## src/rtl/shift_pkg.sv

```systemverilog
// Shared types and sizing helpers for the parallel-in/serial-out unloader.
package shift_pkg;

    typedef enum logic {
        IDLE  = 1'b0,
        SHIFT = 1'b1
    } shift_piso_state_e;

    // Index width never collapses to zero bits, even for single-word vectors.
    function automatic int idx_width(input int depth);
        return (depth > 1) ? $clog2(depth) : 1;
    endfunction

endpackage

```

## src/rtl/shift_piso.sv

```systemverilog
// Unloads a depth_p-word vector as a word stream, highest index first, lowest (last_o) final.
// Latency: first word valid the cycle after accept; sustained 1 word/cycle, back-to-back vectors without bubbles.
// Backpressure: ready_i low holds the current word; ready_o only rises in IDLE or on the last word's beat (comb ready_i path).
module shift_piso
    import shift_pkg::*;
#(
    parameter int width_p = 8,
    parameter int depth_p = 3
) (
    input  logic                          clk_i,
    input  logic                          reset_ni,
    input  logic                          valid_i,
    output logic                          ready_o,
    input  logic [width_p-1:0]            data_i [depth_p-1:0],
    output logic                          valid_o,
    input  logic                          ready_i,
    output logic [width_p-1:0]            data_o,
    output logic [idx_width(depth_p)-1:0] idx_o,
    output logic                          last_o
);

    localparam int              IdxW   = idx_width(depth_p);
    localparam logic [IdxW-1:0] IdxMax = IdxW'(depth_p - 1);
    localparam logic [IdxW-1:0] IdxOne = IdxW'(1);

    shift_piso_state_e   state;
    logic [width_p-1:0]  vec_q [depth_p-1:0];
    logic [IdxW-1:0]     idx;
    logic                accept;
    logic                beat;

    assign valid_o = (state == SHIFT);
    assign last_o  = valid_o && (idx == '0);
    assign ready_o = reset_ni && ((state == IDLE) || (last_o && ready_i));
    assign accept  = valid_i && ready_o;
    assign beat    = valid_o && ready_i;
    assign idx_o   = idx;
    assign data_o  = vec_q[idx];

    // An accept while shifting can only coincide with the final beat, so it reloads in place.
    always_ff @(posedge clk_i or negedge reset_ni) begin
        if (!reset_ni) begin
            state <= IDLE;
            idx   <= '0;
            for (int i = 0; i < depth_p; i++) begin
                vec_q[i] <= '0;
            end
        end else begin
            if (accept) begin
                vec_q <= data_i;
                idx   <= IdxMax;
                state <= SHIFT;
            end else if (beat) begin
                if (idx != '0) begin
                    idx <= idx - IdxOne;
                end else begin
                    state <= IDLE;
                end
            end
        end
    end

endmodule

```

## config.mk

```make
export PLATFORM = sky130hd
export DESIGN_NAME = shift_piso
export DESIGN_NICKNAME = d
export VERILOG_FILES = /design/src/rtl/shift_pkg.sv /design/src/rtl/shift_piso.sv
export SDC_FILE = /design/constraint.sdc
export NUM_CORES = 1
export LEC_CHECK = 0
export BUFFER_PORTS_ARGS = -buffer_cell sky130_fd_sc_hd__buf_2
export CORE_UTILIZATION = 40
export CTS_CLUSTER_DIAMETER = 100
export DETAILED_ROUTE_END_ITERATION = 6
export GPL_TIMING_DRIVEN = 0
export PLACE_DENSITY = 0.68
export SYNTH_ARGS = -nofsm -noshare
export SYNTH_HDL_FRONTEND = slang
export SYNTH_SLANG_ARGS = --single-unit
```

## constraint.sdc

```tcl
create_clock -name clk_i -period 1.9 [get_ports clk_i]
set_input_delay 0.475 -clock clk_i [delete_from_list [all_inputs] [get_ports clk_i]]
set_output_delay 0.475 -clock clk_i [all_outputs]
set_load 0.01 [all_outputs]
```

==> impl_metrics.tcl, run 1 <==
set metrics [dict create \
    crit_path_start_kind "flop" \
    drv.max_cap_violation_count 0 \
    gp_congestion 0.706 \
    io_pins 41 \
    fin_cells 188 \
    grt_antenna_before_repair 0 \
    mappedNetlistNets 124 \
    power_uw 2860 \
    yosys.area.top_type "dfrtp_1" \
    nets 174 \
    tightestPinTransition_ns 0.389 \
    x_dimension_of_the_die_um 59.7 \
    run_status "complete, but fails checks" \
    detailedRoute.firstPassIterationCount 2 \
    rows 20 \
    power.sequential.fraction_pct 37.2 \
    all_layer_gr_usage_pct 17.2 \
    tritoncts "done" \
    clock-root-buffer "clkbuf_4" \
    timing.final.max_slew_violations 0 \
    number_of_global_route_vias_before_repair 984 \
    achievable-frequency_mhz 515 \
    switching_share_pct 34.9 \
    p_per_area_nw_per_um2 1660 \
    endpoints_failing_hold 0 \
    ctsHoldBuffers 0 \
    timing_worst_setup_path_type "reg -> out" \
    wirelength_um 2630 \
    slew_headroom_pct 74.1 \
    synth.cell_area_um2 1330 \
    drt_iter0_markers 13 \
    post_drt_via_cell_ratio 4.68 \
    power_leakage_uw 0.000854 \
    finalCoreUtilization_pct 55.6 \
    fraction_of_layout_instances_using_a_drive_strength_above_1_pct 63.2 \
    cellInternalPower_uw 1860 \
    worst_hold_path_type "in -> async" \
    routed_wire_length_per_instance_um 14.0 \
    post-place-ws_ns -0.316 \
    dp.cells 179 \
    drtAntennaViolNets 0 \
    flip_flop_and_latch_count_after_synthesis 27 \
    finalCriticalPeriod_ns 1.94 \
    synth_top_area_share_pct 50.7 \
    clock_path_buffers 2 \
    area_growth_pct 29.6 \
    ctsHtreeMaxLevel 1 \
    critical_path_peak_fanout 2 \
    start_util_pct 42.9 \
    synthMostInstantiatedCell "dfrtp_1" \
    synth-async-reset-ratio_pct 100 \
    dp.final_hpwl_um 1800 \
    synthCells 95 \
    hold_slack_ns 0.0875 \
    worst_slack_ns -0.0431 \
    violations "negative setup slack" \
    ys_top_cells_by_count "dfrtp_1, mux2_4, nand2_1, mux2i_1, o21ai_0" \
    grt_first_pass_wirelength_um 4520 \
    die-height_um 59.7 \
    grt_overflow 0 \
    syn-mean-instance-area_um2 14.0 \
    yosys_warnings 0 \
    largest_net_degree_at_the_start_of_global_routing 30 \
    via_count 879 \
    worst_ep_required_time_ns 1.42 \
    max-vdd-ir-drop_uv 536 \
    synth-edff-count 0 \
    core_um2 3100 \
    clkPwrFrac_pct 8.5 \
    cts_buffers 3 \
    clk_pin_slew_worst_paths_ns 0.14 \
    synth_flop_cell "dfrtp_1" \
    synth.yosys.seq_area_share_pct 50.7 \
    timing.final.crit_share_pct 102 \
    rsz0062_at_grt "true" \
    end_kind "output pin" \
    remaining_drc_errors 0 \
    numPortBuffers 40 \
    die_area_um2 3570 \
    worstPathArrival_ns 1.47 \
    post_synth_num_cell_types 22 \
    diodes 0 \
    clock-skew-final_ns 0.00437 \
    combinationalPowerShare_pct 54.3 \
    worst_skew_pair.late_latency_ns 0.31 \
    power.switching_uw 998 \
    clock_sinks 27 \
    setup_viol 1 \
    ys_top_cells_by_area "dfrtp_1, mux2_4, mux2i_1" \
]
power groups by stage:
stage / registers (µW) / logic [µW] / clock network, µW
after floorplan: 1010 / 959 / 0
after global placement: 1020 / 1290 / 0
after detailed placement: 1040 / 1320 / 0
after CTS: 1040 / 1550 / 256
after global routing: 1110 / 1690 / 291
final: 1060 / 1550 / 242
logic make-up (layout without fill, tap and decap cells):
group | count (synthesis) | after routing | share of synthesized area (%)
buffers and inverters | 7 | 56 | 4.13
AO/OA/AOI/OAI | 10 | 10 | 5.07
flip-flops | 27 | 27 | 50.7
multiplexers | 32 | 32 | 31.4
XOR/XNOR | 1 | 1 | 0.657
AND/OR/NAND/NOR | 17 | 17 | 7.14
adder cells (fa/ha/maj) | 1 | 1 | 0.939
state kept, by name, indices dropped and copies added (netlist names):
name	flops
valid_o	1
idx_o	2
vec_q	24
area by class of cell:
| class | instances | area, µm² |
|---|---|---|
| Timing Repair Buffer | 46 | 251 |
| Clock buffer | 4 | 26.3 |
| Buffer | 4 | 62.6 |
| Inverter | 2 | 12.5 |
| Fill cell | 274 | 1380 |
| Multi-Input combinational cell | 61 | 642 |
| Sequential cell | 27 | 677 |
| Tap cell | 44 | 55.1 |
metal layers:
metal,global-route usage [%],wire [µm],up-vias
met5,0,0,-
met4,4.98,17,0
met3,2.60,56,2
met2,30.6,1420,15
met1,21.6,1140,434
li1,-,-,428
what timing repair did:
action | CTS | global route
pin swaps | 10 | 2
resized for setup | 27 | 7
buffers inserted | 5 | 2
endpoints found under the setup margin | 28 | 27
final timing paths:
kind,to,depth (start not counted),start,slack [ns]
hold / removal,vec_q[18],1,reset_ni,0.09
min in group clk_i,vec_q[0],2,data_i[0],0.38
setup / recovery,ready_o,6,idx_o[1],-0.04
setup reg to reg,vec_q[5],8,idx_o[1],0.16
hold reg to reg,vec_q[6],1,vec_q[6],0.53
max in group asynchronous,idx_o[0],1,reset_ni,1.51
metrics by stage:
step	TNS [ns]	area, µm²
after global placement	-5.23	1590
after global routing	-0.741	1730
final	-0.0431	1730
after detailed placement	-6.66	1590
after CTS	-0.143	1710
after floorplan	0	1330
layout by cell type (no fill, tap or decap):
master    instances
mux2i_2           1
nand2_4           1
dfrtp_1          26
nand2_2           5
nor2b_1           1
and2_1            1
and2b_1           1
o21ai_2           1
clkbuf_1          1
a211o_1           1
buf_6             1
buf_12            1
clkbuf_8          2
nor2_1            2
clkbuf_4          4
nand2_1           3
a21boi_4          1
mux2_4           18
nor2_8            1
buf_2            39
buf_8             1
ha_4              1
o21ai_1           7
nand3b_1          1
xnor2_1           1
dfrtp_2           1
buf_4             5
mux2i_1           7
inv_4             2
nand2b_1          1
mux2_2            6
critical path, stage by stage (launching register included):
cell and delay [ns]:
dfrtp_1 0.39, clkbuf_8 0.14, inv_4 0.03, ha_4 0.15, a21boi_4 0.12, and2b_1 0.19
buf_2 0.14
No activity file was read; power rests on OpenSTA's default activity.
==> run 2: changes to the inputs <==
--- a/config.mk
+++ b/config.mk
@@ -14,3 +14,4 @@
 export SYNTH_ARGS = -nofsm -noshare
 export SYNTH_HDL_FRONTEND = slang
 export SYNTH_SLANG_ARGS = --single-unit
+export TNS_END_PERCENT = 30
==> impl_metrics.tcl, run 2 (same netlist as run 1, synthesis figures left out) <==
set metrics [dict create \
    via_count 879 \
    violations "negative setup slack" \
    clock_path_buffers 2 \
    largest_net_degree_at_the_start_of_global_routing 30 \
    power_leakage_uw 0.000854 \
    worst_ep_required_time_ns 1.42 \
    ctsHoldBuffers 0 \
    largest_incremental_delay_on_the_critical_path_ns 0.39 \
    number_of_global_route_vias_before_repair 984 \
    die-height_um 59.7 \
    slew_headroom_pct 74.1 \
    worst_slack_ns -0.0431 \
    ctsHtreeMaxLevel 1 \
    layout.area.seq_um2 677 \
    fin_cells 188 \
    dp.final_hpwl_um 1800 \
    worstPathArrival_ns 1.47 \
    grt_overflow 0 \
    timing.final.max_slew_violations 0 \
    routed_wire_length_per_instance_um 14.0 \
    p_per_area_nw_per_um2 1660 \
    remaining_drc_errors 0 \
    dp.cells 179 \
    gp_congestion 0.706 \
    drv.max_cap_violation_count 0 \
    clock-skew-final_ns 0.00437 \
    max-vdd-ir-drop_uv 536 \
    tightestPinTransition_ns 0.389 \
    number_of_buffers_and_inverters_on_the_critical_path 3 \
    finalCoreUtilization_pct 55.6 \
    clk_pin_slew_worst_paths_ns 0.14 \
    rows 20 \
    worst_hold_path_type "in -> async" \
    io_pins 41 \
    tritoncts "done" \
    fraction_of_layout_instances_using_a_drive_strength_above_1_pct 63.2 \
    nFillCells 274 \
    start_util_pct 42.9 \
    cp_cell_sequence "clkbuf_8, inv_4, ha_4, a21boi_4, and2b_1, buf_2" \
    final_cell_mix "buf_2, dfrtp_1, mux2_4" \
    rsz0062_at_grt "true" \
    detailedRoute.firstPassIterationCount 2 \
    x_dimension_of_the_die_um 59.7 \
    critical_path.top_delay_family "flip-flops" \
    die_area_um2 3570 \
    grt_antenna_before_repair 0 \
    finalCriticalPeriod_ns 1.94 \
    all_layer_gr_usage_pct 17.2 \
    area_growth_pct 29.6 \
    post_dp_cell_area_um2 1590 \
    regMostFlops "vec_q" \
    cts_buffers 3 \
    post_drt_via_cell_ratio 4.68 \
    power_uw 2860 \
    multi_input_comb_area_um2 642 \
    wirelength_um 2630 \
    critical-path-slowest-cell "dfrtp_1" \
    timing_worst_setup_path_type "reg -> out" \
    run_status "complete, but fails checks" \
    setup_viol 1 \
    largest_register_ff_count 24 \
    achievable-frequency_mhz 515 \
    endpoints_failing_hold 0 \
    worst_skew_pair.late_latency_ns 0.31 \
    hold_slack_ns 0.0875 \
    final_area_um2 1730 \
    timing.final.crit_share_pct 102 \
    diodes 0 \
    end_kind "output pin" \
    grt_first_pass_wirelength_um 4520 \
    layout_commonest_cell "buf_2" \
    drtAntennaViolNets 0 \
    numPortBuffers 40 \
    core_um2 3100 \
    critical_path_peak_fanout 2 \
    drt_iter0_markers 13 \
    crit_path_start_kind "flop" \
    clock_sinks 27 \
    clock-root-buffer "clkbuf_4" \
    nets 174 \
]
==> run 2: cell counts in the layout (fill, tap and decap cells not counted) <==
No cell type changed its count.
==> run 2: layer usage <==
metal	vias to the layer above	share of wire [%]	GRT usage [%]
met5	-	0	0
met4	0	0.65	4.98
met3	2	2.1	2.60
met2	15	54	30.6
met1	434	43	21.6
li1	428	-	-
==> run 2: metrics by stage <==
stage / setup TNS (ns) / worst slack [ns]
final: -0.0431 / -0.0431
after global routing: -0.741 / -0.145
after CTS: -0.143 / -0.0790
after detailed placement: -6.66 / -0.316
after global placement: -5.23 / -0.262
after floorplan: 0 / 0.0229
==> run 2: worst reg2reg max path, delay by kind of cell (launching register included) <==
family,cells,cell delay (ns)
compound gates,1,0.05
simple gates,1,0.19
fa+ha+maj,1,0.13
flops,1,0.41
mux,1,0.31
buf+inv,4,0.55
==> run 2: repair_timing <==
action                                  CTS  global route
endpoints found under the setup margin   28            27
resized for setup                        27             7
endpoints found under the hold margin     0             0
gates cloned                              0             0
buffers inserted                          5             2
pin swaps                                10             2
==> run 2: path summary, 6_finish.rpt <==
kind	startpoint	endpoint	slack [ns]	cells after the start
setup / recovery	idx_o[1]	ready_o	-0.04	6
hold / removal	reset_ni	vec_q[18]	0.09	1
setup reg to reg	idx_o[1]	vec_q[5]	0.16	8
hold reg to reg	vec_q[6]	vec_q[6]	0.53	1
max in group asynchronous	reset_ni	idx_o[0]	1.51	1
min in group clk_i	data_i[0]	vec_q[0]	0.38	2
==> run 2: layout make-up <==
type,count,share of cell area [%]
sequential,27,39.2
buffer,4,3.62
tap,44,3.19
multi-input combinational,61,37.2
clock buffer,4,1.52
inverter,2,0.725
timing repair buffer,46,14.6
==> run 2: power by group <==
part	internal (µW)	switching (µW)
clock network	82.0	160
logic	911	641
registers	868	197
total	1860	998
